## config.mk

```make
export PLATFORM = sky130hd
export DESIGN_NAME = eth_frame_receiver
export DESIGN_NICKNAME = d
export VERILOG_FILES = /design/src/rtl/eth_pkg.sv /design/src/rtl/eth_rx_shreg.sv /design/src/rtl/eth_frame_receiver.sv
export SDC_FILE = /design/constraint.sdc
export NUM_CORES = 1
export LEC_CHECK = 0
export ABC_AREA = 1
export CAP_MARGIN = 25
export CORE_MARGIN = 2
export CORE_UTILIZATION = 53
export DETAILED_ROUTE_END_ITERATION = 10
export PLACE_DENSITY = 0.9
export SYNTH_ARGS = -nofsm -noshare
export SYNTH_HDL_FRONTEND = slang
export SYNTH_HIERARCHICAL = 1
export SYNTH_SLANG_ARGS = --single-unit
```

## constraint.sdc

```tcl
create_clock -name clk -period 3.19 [get_ports clk]
set_input_delay 0.638 -clock clk [delete_from_list [all_inputs] [get_ports clk]]
set_output_delay 0.638 -clock clk [all_outputs]
set_load 0.005 [all_outputs]
```

## src/rtl/eth_pkg.sv

```systemverilog
// rtl/eth_pkg.sv - shared Ethernet frame encodings, constants and field lengths
package eth_pkg;

    typedef enum logic [2:0] {
        ST_IDLE      = 3'd0,
        ST_PREAMBLE  = 3'd1,
        ST_DEST_ADDR = 3'd2,
        ST_SRC_ADDR  = 3'd3,
        ST_ETH_TYPE  = 3'd4,
        ST_PAYLOAD   = 3'd5,
        ST_FCS       = 3'd6,
        ST_DRAIN     = 3'd7
    } eth_state_e;

    localparam logic [7:0]  PREAMBLE_BYTE   = 8'h55;
    localparam logic [7:0]  SFD_BYTE        = 8'hD5;
    localparam logic [7:0]  FCS_PLACEHOLDER = 8'hFF;
    localparam logic [47:0] BROADCAST_ADDR  = 48'hFFFF_FFFF_FFFF;

    localparam logic [2:0] DEST_LEN     = 3'd6;
    localparam logic [2:0] SRC_LEN      = 3'd6;
    localparam logic [2:0] TYPE_LEN     = 3'd2;
    localparam logic [2:0] PAYLOAD_LEN  = 3'd4;
    localparam logic [2:0] PREAMBLE_MAX = 3'd7;

    function automatic logic [2:0] field_len(eth_state_e s);
        case (s)
            ST_DEST_ADDR: return DEST_LEN;
            ST_SRC_ADDR:  return SRC_LEN;
            ST_ETH_TYPE:  return TYPE_LEN;
            ST_PAYLOAD:   return PAYLOAD_LEN;
            default:      return 3'd1;
        endcase
    endfunction

endpackage

```

## src/rtl/eth_rx_shreg.sv

```systemverilog
// rtl/eth_rx_shreg.sv - 48-bit byte shift register with load-enable and clear
module eth_rx_shreg (
    input  logic        clk,
    input  logic        rst_n,
    input  logic        clr_i,
    input  logic        en_i,
    input  logic [7:0]  byte_i,
    output logic [47:0] data_o
);

    logic [47:0] data_q;

    // Big-endian fill: earliest byte ends up in the MSBs once the field is complete.
    always_ff @(posedge clk or negedge rst_n) begin
        if (!rst_n) begin
            data_q <= '0;
        end else if (clr_i) begin
            data_q <= '0;
        end else if (en_i) begin
            data_q <= {data_q[39:0], byte_i};
        end
    end

    assign data_o = data_q;

endmodule

```

## src/rtl/eth_frame_receiver.sv

```systemverilog
// rtl/eth_frame_receiver.sv - byte-wide Ethernet frame receiver with good/bad/filtered pulses
// Optional destination filtering is built when ADDR_FILTER_EN is defined.
module eth_frame_receiver
    import eth_pkg::*;
(
    input  logic        clk,
    input  logic        rst_n,
    input  logic        rx_dv,
    input  logic [7:0]  rx_in,
    input  logic [47:0] mac_addr,
    output logic [47:0] dest_addr,
    output logic [47:0] src_addr,
    output logic [15:0] eth_type,
    output logic [31:0] data_out,
    output logic        frame_valid,
    output logic        frame_err,
    output logic        frame_drop,
    output logic        rx_busy,
    output logic [2:0]  state
);

    eth_state_e  state_q, state_d;
    logic [2:0]  byte_cnt_q, byte_cnt_d;
    logic        cap_clr, dest_en, src_en, tp_en;
    logic        fcs_good, frame_bad, addr_ok;
    logic [47:0] dest_cap, src_cap, tp_cap;
    logic        valid_q, err_q, drop_q, busy_q;
    logic [47:0] dest_q, src_q;
    logic [15:0] type_q;
    logic [31:0] data_q;

    always_comb begin
        state_d    = state_q;
        byte_cnt_d = byte_cnt_q;
        cap_clr    = 1'b0;
        dest_en    = 1'b0;
        src_en     = 1'b0;
        tp_en      = 1'b0;
        fcs_good   = 1'b0;
        frame_bad  = 1'b0;
        case (state_q)
            ST_IDLE: begin
                if (rx_dv) begin
                    state_d = (rx_in == PREAMBLE_BYTE) ? ST_PREAMBLE : ST_DRAIN;
                end
            end
            ST_PREAMBLE: begin
                if (!rx_dv) begin
                    state_d = ST_IDLE;
                end else if (rx_in == PREAMBLE_BYTE) begin
                    if (byte_cnt_q != PREAMBLE_MAX) byte_cnt_d = byte_cnt_q + 3'd1;
                end else if (rx_in == SFD_BYTE) begin
                    state_d = ST_DEST_ADDR;
                    cap_clr = 1'b1;
                end else begin
                    state_d = ST_DRAIN;
                end
            end
            ST_DEST_ADDR, ST_SRC_ADDR, ST_ETH_TYPE, ST_PAYLOAD: begin
                if (!rx_dv) begin
                    state_d   = ST_IDLE;
                    frame_bad = 1'b1;
                    cap_clr   = 1'b1;
                end else begin
                    dest_en = (state_q == ST_DEST_ADDR);
                    src_en  = (state_q == ST_SRC_ADDR);
                    tp_en   = (state_q == ST_ETH_TYPE) || (state_q == ST_PAYLOAD);
                    if (byte_cnt_q == field_len(state_q) - 3'd1) begin
                        state_d = eth_state_e'(state_q + 3'd1);
                    end else begin
                        byte_cnt_d = byte_cnt_q + 3'd1;
                    end
                end
            end
            ST_FCS: begin
                if (!rx_dv) begin
                    state_d   = ST_IDLE;
                    frame_bad = 1'b1;
                    cap_clr   = 1'b1;
                end else begin
                    state_d   = ST_DRAIN;
                    fcs_good  = (rx_in == FCS_PLACEHOLDER);
                    frame_bad = (rx_in != FCS_PLACEHOLDER);
                end
            end
            ST_DRAIN: begin
                if (!rx_dv) state_d = ST_IDLE;
            end
            default: state_d = ST_IDLE;
        endcase
        // Entering PREAMBLE already counts the byte that caused the move.
        if (state_d != state_q) begin
            byte_cnt_d = (state_d == ST_PREAMBLE) ? 3'd1 : 3'd0;
        end
    end

    eth_rx_shreg u_dest_shreg (
        .clk(clk), .rst_n(rst_n), .clr_i(cap_clr), .en_i(dest_en), .byte_i(rx_in), .data_o(dest_cap)
    );
    eth_rx_shreg u_src_shreg (
        .clk(clk), .rst_n(rst_n), .clr_i(cap_clr), .en_i(src_en), .byte_i(rx_in), .data_o(src_cap)
    );
    // Type and payload share one register: {type[15:0], payload[31:0]} after six bytes.
    eth_rx_shreg u_tp_shreg (
        .clk(clk), .rst_n(rst_n), .clr_i(cap_clr), .en_i(tp_en), .byte_i(rx_in), .data_o(tp_cap)
    );

`ifdef ADDR_FILTER_EN
    assign addr_ok = (dest_cap == mac_addr) || (dest_cap == BROADCAST_ADDR);
`else
    logic unused_mac_addr;
    assign unused_mac_addr = ^mac_addr;
    assign addr_ok = 1'b1;
`endif

    always_ff @(posedge clk or negedge rst_n) begin
        if (!rst_n) begin
            state_q    <= ST_IDLE;
            byte_cnt_q <= 3'd0;
            busy_q     <= 1'b0;
            valid_q    <= 1'b0;
            err_q      <= 1'b0;
            drop_q     <= 1'b0;
            dest_q     <= '0;
            src_q      <= '0;
            type_q     <= '0;
            data_q     <= '0;
        end else begin
            state_q    <= state_d;
            byte_cnt_q <= byte_cnt_d;
            busy_q     <= (state_d != ST_IDLE);
            valid_q    <= fcs_good && addr_ok;
            err_q      <= frame_bad;
            drop_q     <= fcs_good && !addr_ok;
            if (fcs_good && addr_ok) begin
                dest_q <= dest_cap;
                src_q  <= src_cap;
                type_q <= tp_cap[47:32];
                data_q <= tp_cap[31:0];
            end
        end
    end

    assign dest_addr   = dest_q;
    assign src_addr    = src_q;
    assign eth_type    = type_q;
    assign data_out    = data_q;
    assign frame_valid = valid_q;
    assign frame_err   = err_q;
    assign frame_drop  = drop_q;
    assign rx_busy     = busy_q;
    assign state       = state_q;

endmodule

```

==> out/qor.txt <==
vias per cell: 5.423
Max Root-Sink Buffers: 3
VDD IR max: 0.5421 mV
Antenna Violating Nets Remaining: 0
Yosys reg bits: 297
cells after synthesis: 1401
Slew @ Worst Pin: 0.6679 ns
Placer Congestion: 0.8979
setup TNS: 0 ns
largest net degree at the start of global routing: 81
Die X: 155.1 um
CP top delay family: simple AND/OR/NAND/NOR gates
Die H: 155.1 um
worst min path class: input port to async pin
Via Count: 10040
final WL: 30270 um
Worst Path Max Fanout: 6
Routed WL per cell: 16.34 um
Post-synth EDFFs: 0
hpwl dp: 18280 um
cells along the critical path: ha_1 -> ha_1 -> inv_1 -> nand2_4 -> nor2_8 -> inv_1 -> ha_1 -> inv_1 -> nand2_1 -> nand2_1 -> o21bai_1 -> nor2_2 -> nand3b_1 -> nand3_1 -> nand2_1 -> nand2_2 -> xor2_2 -> nand2_2 -> nand2_1 -> nand2_1
vias in the first global route: 9834
DR iter-0 viols: 763
final hold vios: 0
Most common cell on crit path: nand2_1
Clock Latency Late Sink: 0.54 ns
# H-tree levels: 1
Ys Warns: 6
worst path bufs/invs: 3
Main synth FF type: dfrtp_1
first-pass GRT wire length: 49050 um
Post-Layout Inst Area: 0.01499 mm2
Final Util: 0.6662
Max Cap Viol: 0
# DRC: 0
fin nets: 1615
crit-path max cell delay: 0.47 ns
worst clock skew: 0.009126 ns
crit path kind: flip-flop to flip-flop
DR pass1 iterations: 5
I/O Buffers: 160
I/O Pins: 210
Syn-to-layout area delta: 23.85%
average size of a mapped cell: 8.640 um2
Pleak: 8.177 nW
f_max: 334.6 MHz
worst slack, placed: -0.001705 ns
WP data arrival: 3.41 ns
syn nets: 1469
GR Overflow Total: 0
Layout Cells excl Fill: 1852
gr usage total: 0.2487
hold buffers post-CTS: 0
status: complete, no violations
fillers: 1685
CP required: 3.61 ns
clk sinks: 297
mapped cell area: 0.01210 mm2
CTS root buf: clkbuf_16
Critical Path End Type: flip-flop
post-synthesis sequential area ratio: 0.6140
initial antenna violation count: 0
slowest CP cell: dfrtp_2
total power: 10.52 mW
layout cells sized above 1: 0.06765
CORE AREA: 0.02250 mm2
Clk pin slew, worst setup/hold paths: 0.06 ns
row cnt: 55
Placed Area: 0.01397 mm2
Die Area: 0.02406 mm2
library cells used by synthesis: 27
Hold WS: 0.03895 ns
Final setup viols: 0
Tmin final: 2.988 ns
Final Max Tran Viols: 0
dpl cells: 1796
ant diodes: 0
asr flop ratio synth: 1.000
pwr dens: 701.8 mW/mm2
Final Cycle Share: 0.9368
total CTS buffers: 29
startpoint types: flip-flop
Final Worst Setup Slack: 0.2016 ns
CTS tree: yes
Initial Util: 0.5379
Max-Slew Margin vs Limit: 0.5548
kinds of logic after synthesis:
logic type               after synthesis  synth area share
AO/OA/AOI/OAI                         18          0.007857
XOR/XNOR                               2          0.001447
adder cells (fa/ha/maj)                9          0.009303
buffers and inverters                115           0.04631
flip-flops                           297            0.6140
other                                  1         0.0003098
AND/OR/NAND/NOR                      959            0.3208
metal layers:
metal | wire length [um] | global-route usage | vias up
met5 | 0 | 0 | -
met4 | 792 | 0.07804 | 0
met3 | 2113 | 0.03955 | 73
met2 | 15230 | 0.4193 | 457
met1 | 12140 | 0.3348 | 4875
li1 | - | - | 4639
what timing repair did:
action | 4_1_cts | 5_1_grt
setup buffers | 0 | 1
endpoints found under the setup margin | 9 | 99
gates resized for setup | 2 | 6
pin swaps | 3 | 1
gates cloned | 1 | 2
state kept, by name, indices dropped and copies added (netlist names):
| register | count |
|---|---|
| u_src_shreg/data_o | 48 |
| frame_err | 1 |
| u_dest_shreg/data_o | 48 |
| dest_addr | 48 |
| frame_valid | 1 |
| data_out | 32 |
| rx_busy | 1 |
| state | 3 |
| byte_cnt_q | 3 |
| u_tp_shreg/data_o | 48 |
| eth_type | 16 |
| src_addr | 48 |
synthesized netlist by cell type (all sizes together) (2+ instances only):
cell    instances  area (um2)
a21oi           6       30.03
buf            55       335.3
clkbuf         23       86.33
dfrtp         297        7432
ha              9       112.6
inv            37       138.9
nand2         771        2919
nand3         162       828.3
nor2           21       107.6
nor3            4       20.02
o21ai          10       50.05
xor2            2       17.52
power by group:
| group | internal (mW) | switching [mW] | total, mW |
|---|---|---|---|
| Clock | 2.00 | 1.41 | 3.42 |
| Sequential | 4.04 | 0.253 | 4.29 |
| Combinational | 0.793 | 2.02 | 2.81 |
| Total | 6.84 | 3.68 | 10.5 |
layout by cell type, fill, tap and decap left out, types with 3 or more instances in the layout:
cell type and n:
clkbuf_16 29, buf_12 6, buf_4 23, nand2_1 761, nor2_1 12, a21oi_1 5
clkinv_2 5, ha_1 9, clkbuf_1 7, clkbuf_8 4, dfrtp_1 295, o21ai_1 4
nor2_4 7, nand2_2 9, nand3_1 160, nor3_1 4, inv_1 34, nor2_2 4
o21ai_0 6, clkdlybuf4s50_1 159, bufinv_16 3
layout make-up:
cell class	count	area, um2	area share
repair buffers	190	1914	0.1277
clock inverters	11	140.1	0.009348
flip-flops and latches	297	7435	0.4960
well taps	285	356.6	0.02379
inverters	37	141.4	0.009432
clock buffers	40	807.0	0.05384
multi-input cells	992	4197	0.2799
path summary, 6_finish.rpt:
kind	to	slack [ns]	depth (start not counted)	start
min	u_dest_shreg/data_o[33]	0.04	1	rst_n
max	byte_cnt_q[0]	0.20	20	state[1]
min reg2reg	src_addr[29]	0.47	2	src_addr[29]
min in group clk	src_addr[29]	0.47	2	src_addr[29]
max reg2reg	byte_cnt_q[0]	0.20	20	state[1]
max in group asynchronous	u_src_shreg/data_o[28]	2.33	2	rst_n
worst reg2reg max path: cells and delay by family (launching register included):
family	cells	cell delay, ns
and+or+nand+nor	12	1.02
adders and majority gates	3	0.76
DFF	1	0.47
buffers and inverters	3	0.27
xor gates and xnor gates	1	0.19
AOI/OAI and AO/OA	1	0.17
(Power assumes the default switching activity.)
